### src/rtl/spi_ram_slave_p.sv
// SPI slave with an internal single-port RAM: serial frames set addresses, write data or
// stream a word back on MISO. Define SPI_RAM_AUTO_INC_EN for address post-increment on bursts.
module spi_ram_slave_p #(
   parameter int ADDR_WIDTH = 8,
   parameter int DATA_WIDTH = 8
) (
   input  logic clk,
   input  logic rst,
   input  logic MOSI,
   input  logic SS_n,
   output logic MISO,
   output logic frame_err
);

   localparam int P     = (ADDR_WIDTH > DATA_WIDTH) ? ADDR_WIDTH : DATA_WIDTH;
   localparam int F     = P + 2;
   localparam int DEPTH = 2 ** ADDR_WIDTH;
   localparam int CW    = $clog2(F + 1);

   typedef enum logic [1:0] {StIdle, StRecv, StExec, StReadout} state_e;

   state_e                r_state, w_next_state;
   logic [F-1:0]          r_sr;
   logic [CW-1:0]         r_cnt;
   logic [ADDR_WIDTH-1:0] r_wr_addr, r_rd_addr;
   logic [DATA_WIDTH-1:0] r_tx;
   logic                  r_miso, r_err;
   logic [DATA_WIDTH-1:0] r_mem [DEPTH];

   logic [1:0]   w_cmd;
   logic [P-1:0] w_payload;
   logic         w_last_bit, w_rd_done;
   logic         w_abort, w_shift_in, w_shift_out, w_exec, w_mem_we;

   assign w_cmd      = r_sr[F-1:F-2];
   assign w_payload  = r_sr[P-1:0];
   assign w_last_bit = (r_cnt == CW'(F - 1));
   assign w_rd_done  = (r_cnt == CW'(DATA_WIDTH));

   always_ff @(posedge clk or posedge rst) begin
      if (rst) r_state <= StIdle;
      else     r_state <= w_next_state;
   end

   always_comb begin
      w_next_state = r_state;
      case (r_state)
         StIdle:    if (!SS_n) w_next_state = StRecv;
         StRecv: begin
            if (SS_n)            w_next_state = StIdle;
            else if (w_last_bit) w_next_state = StExec;
         end
         StExec:    w_next_state = (w_cmd == 2'b11) ? StReadout : StIdle;
         StReadout: if (w_rd_done || SS_n) w_next_state = StIdle;
         default:   w_next_state = StIdle;
      endcase
   end

   // The edge that retires the last readout bit completes the frame even if SS_n already rose.
   always_comb begin
      w_abort     = 1'b0;
      w_shift_in  = 1'b0;
      w_shift_out = 1'b0;
      w_exec      = 1'b0;
      w_mem_we    = 1'b0;
      case (r_state)
         StRecv: begin
            w_abort    = SS_n;
            w_shift_in = !SS_n;
         end
         StExec: begin
            w_exec   = 1'b1;
            w_mem_we = (w_cmd == 2'b01);
         end
         StReadout: begin
            w_abort     = SS_n && !w_rd_done;
            w_shift_out = !SS_n && !w_rd_done;
         end
         default: ;
      endcase
   end

   always_ff @(posedge clk or posedge rst) begin
      if (rst) begin
         r_sr      <= '0;
         r_cnt     <= '0;
         r_wr_addr <= '0;
         r_rd_addr <= '0;
         r_tx      <= '0;
         r_miso    <= 1'b0;
         r_err     <= 1'b0;
      end else begin
         r_err <= w_abort;
         if (w_shift_in) begin
            r_sr  <= {r_sr[F-2:0], MOSI};
            r_cnt <= w_last_bit ? '0 : r_cnt + 1'b1;
         end else if (w_shift_out) begin
            r_miso <= r_tx[DATA_WIDTH-1];
            r_tx   <= r_tx << 1;
            r_cnt  <= r_cnt + 1'b1;
         end else begin
            r_miso <= 1'b0;
            r_cnt  <= '0;
            r_sr   <= '0;
         end
         if (w_exec) begin
            case (w_cmd)
               2'b00: r_wr_addr <= w_payload[ADDR_WIDTH-1:0];
               2'b01: begin
`ifdef SPI_RAM_AUTO_INC_EN
                  r_wr_addr <= r_wr_addr + 1'b1;
`else
                  r_wr_addr <= r_wr_addr;
`endif
               end
               2'b10: r_rd_addr <= w_payload[ADDR_WIDTH-1:0];
               default: begin
                  r_tx <= r_mem[r_rd_addr];
`ifdef SPI_RAM_AUTO_INC_EN
                  r_rd_addr <= r_rd_addr + 1'b1;
`endif
               end
            endcase
         end
      end
   end

   always_ff @(posedge clk) begin
      if (w_mem_we) r_mem[r_wr_addr] <= w_payload[DATA_WIDTH-1:0];
   end

   assign MISO      = r_miso;
   assign frame_err = r_err;

endmodule

### config.mk
export PLATFORM = sky130hd
export DESIGN_NAME = spi_ram_slave_p
export DESIGN_NICKNAME = d
export VERILOG_FILES = /design/src/rtl/spi_ram_slave_p.sv
export SDC_FILE = /design/constraint.sdc
export NUM_CORES = 2
export LEC_CHECK = 0
export BUFFER_PORTS_ARGS = -buffer_cell sky130_fd_sc_hd__buf_4
export CAP_MARGIN = 20
export CORE_ASPECT_RATIO = 0.7
export CORE_UTILIZATION = 60
export CTS_BUF_LIST = sky130_fd_sc_hd__clkbuf_4
export DETAILED_ROUTE_END_ITERATION = 6
export GPL_ROUTABILITY_DRIVEN = 0
export PLACE_DENSITY_LB_ADDON = 0.1
export SLEW_MARGIN = 20
export SYNTH_ARGS = -nofsm -noshare
export SYNTH_HDL_FRONTEND = slang
export SYNTH_SLANG_ARGS = --single-unit
export TNS_END_PERCENT = 20
### constraint.sdc
create_clock -name clk -period 6.8 [get_ports clk]
set_input_delay 2.04 -clock clk [delete_from_list [all_inputs] [get_ports clk]]
set_output_delay 2.04 -clock clk [all_outputs]
set_load 0.01 [all_outputs]
==> reports/qor.yml <==
cp_slowest_stage_delay_ps: 960
drtIter0Drc: 5362
cp.depth: 8
cp_cell_sequence: "buf_4 > buf_4 > mux4_2 > mux2i_1 > o22a_1 > a31oi_1 > nor4_1 > a32oi_1"
max_slew_margin: 0.179
finClkSkew_ps: 58.9
final_cells: 6517
ant_nets: 0
clkPwrFrac: 0.402
rsz0062_at_grt: "no"
critPathLaunch: "r_rd_addr[1]"
maxSlewViolCount: 0
grt_max_degree: 219
cp.arrival_ps: 5620
area_delta_synth_final_pct: 9.46
drt_pass1_iterations: 6
final_common_cell: "edfxtp_1"
die_y_um: 310
p_sw_frac: 0.210
initial_core_util: 0.608
numClockSinks: 2090
regToRegStartpoint: "r_rd_addr[1]"
overflow: 0
start_kind: "flop"
final_cell_mix: "2048 x edfxtp_1, 720 x clkbuf_4, 381 x mux4_2"
synth_edf_count: 2048
htreeDepth: 5
totalWireLength_um: 197000
synthArstFlopShare: 0.0201
netlist_area_um2: 81500
clk_pin_slew_ps: 70
period_share: 0.645
worst_hold_slack_ps: 518
drive_gt1_frac: 0.269
synth.distinct_cells: 57
synth_seq_cells: 2090
r2r_end: "r_tx[2]"
ys_seq_area_frac: 0.767
fmax_ghz: 0.228
outcome: "finished clean"
synth_compound_area_frac: 0.0342
stdcell_area_um2: 89200
drc: 0
syn_nets: 4079
hpwl_um: 114000
pwr-share-seq: 0.588
hp-class: "flop to flop"
critPathMaxFanout: 38
grt_pass1_vias: 41600
synthFlopType: "edfxtp_1"
hold_path.startpoint: "r_tx[7]"
power.internal_mw: 19.0
dpl_cell_area_um2: 83200
nNetsFinal: 4387
path_buf_inv: 2
p_leak_nw: 28.1
cts_hold_buf: 0
power_density_nw_per_um2: 270
p_sw_mw: 5.07
drt-wirelength-per-cell_um: 30.2
io_pins: 6
period_needed_ps: 4390
finalHoldViolations: 0
synth_xor_area_frac: 0.000215
cts_root_buf: "clkbuf_4"
fin_setup_tns_ps: 0
antenna_found_initial: 7
synth_top_family_by_area: "multiplexers"
path_class: "flop to flop"
dp.cells: 5658
grt_pass1_wl_um: 285000
fin_util: 0.666
pre_cts_slack_ps: 2460
synth_fa_ha_area_frac: 0.000460
finalPower_mw: 24.1
core_area_um2: 134000
yosys_warnings: 0
cp-endpoint: "r_tx[2]"
maxCapViolCount: 0
tritoncts: "built"
required_ps: 8030
die_w_um: 443
pwr-share-comb: 0.010
post_cts_resized: 0
clkLatencyLatePin_ps: 1400
critPathTopFamily: "buffers and inverters"
synthSimpleGateAreaFrac: 0.0336
die_area_um2: 137000
ff2ff_path_depth: 8
io_buffers: 5
cp_common_cell: "buf_4"
track_usage: 0.289
setup_slack_ps: 2410
vias_per_cell: 6.53
clk_path_buf_depth: 4
synth.mux.area_fraction: 0.148
setup_viol_count_final: 0
cts_made_buffers: 485
post_cts_buffers: 0
crit_path_end_kind: "flop"
avgSynthCellArea_um2: 20.0
vias: 42600
ff2ff_setup_slack_ps: 2410
synthCells: 4072
peakVddDrop_v: 0.000168
rows: 112
crit_slowest_cell: "dfrtp_4"
worst_pin_slew_ps: 1230
power groups by stage:
stage / combinational, mW / sequential, mW / clock, mW
CTS: 0.242 / 14.2 / 9.82
global placement: 0.234 / 14.5 / 0
detailed placement: 0.242 / 14.5 / 0
floorplan: 0.104 / 14.5 / 0
finish: 0.246 / 14.2 / 9.68
global route: 0.269 / 14.2 / 10.5
cells by family after synthesis:
logic type / Yosys count
simple gates: 598
mux: 721
flops: 2090
xor+xnor: 2
fa+ha+maj: 3
compound gates: 394
buf+inv: 264
area by class of cell:
cell class	instances	area [µm²]
clock inverter	127	544
tap	1767	2210
fill	8932	44700
antenna	10	25.0
timing repair buffer	74	743
multi-input combinational	1718	17700
sequential	2090	62600
inverter	11	42.5
clock buffer	720	5410
layer usage:
| layer | GRT usage | part of all wire | vias up |
|---|---|---|---|
| met2 | 0.392 | 0.43 | 2514 |
| met5 | 0 | 0 | - |
| met4 | 0.0819 | 0.018 | 0 |
| met1 | 0.460 | 0.44 | 22100 |
| li1 | - | - | 17700 |
| met3 | 0.0832 | 0.12 | 283 |
worst reg2reg max path: cells and delay by family, from the launching register on:
kind,cells,cell delay [ps]
flip-flops,1,960
multiplexers,2,810
buffers and inverters,2,1150
AO/OA/AOI/OAI,3,550
AND/OR/NAND/NOR,1,790
flip-flops by register name (all words and copies together), names as in the netlist:
signal and flops:
r_rd_addr 8, r_state 2, MISO 1, r_wr_addr 8, r_cnt 4, frame_err 1
r_mem 2048, r_sr 10, r_tx 8
worst min path at each step:
stage          cells after the start  slack [ps]   end
6_report                           1         520  MISO
5_1_grt                            1         560  MISO
4_1_cts                            1         520  MISO
3_5_place_dp                       1         500  MISO
3_3_place_gp                       1         490  MISO
2_1_floorplan                      1         470  MISO
synthesized netlist by cell type (12+ instances only):
master	count	share of area
nand2_1	100	0.0046
nand3_1	47	0.0029
buf_1	12	0.00055
buf_4	34	0.0031
a221oi_1	84	0.0090
clkbuf_1	109	0.0050
a22oi_1	27	0.0025
mux2i_1	300	0.037
o21ai_0	98	0.0060
o22ai_1	39	0.0030
a2111oi_0	12	0.0013
buf_2	81	0.0050
edfxtp_1	2048	0.75
mux4_2	381	0.11
nor4_1	12	0.00092
nor2_1	288	0.013
or3_1	17	0.0013
a21oi_1	17	0.0010
nor2b_1	35	0.0027
a31oi_1	15	0.0012
o211ai_1	26	0.0024
nand2b_1	26	0.0020
a211oi_1	27	0.0025
nor3_1	20	0.0012
nand4_1	12	0.00092
dfrtp_1	42	0.013
mux2_2	40	0.0055
buf_6	14	0.0019
Power figures use the tool's default switching activity.
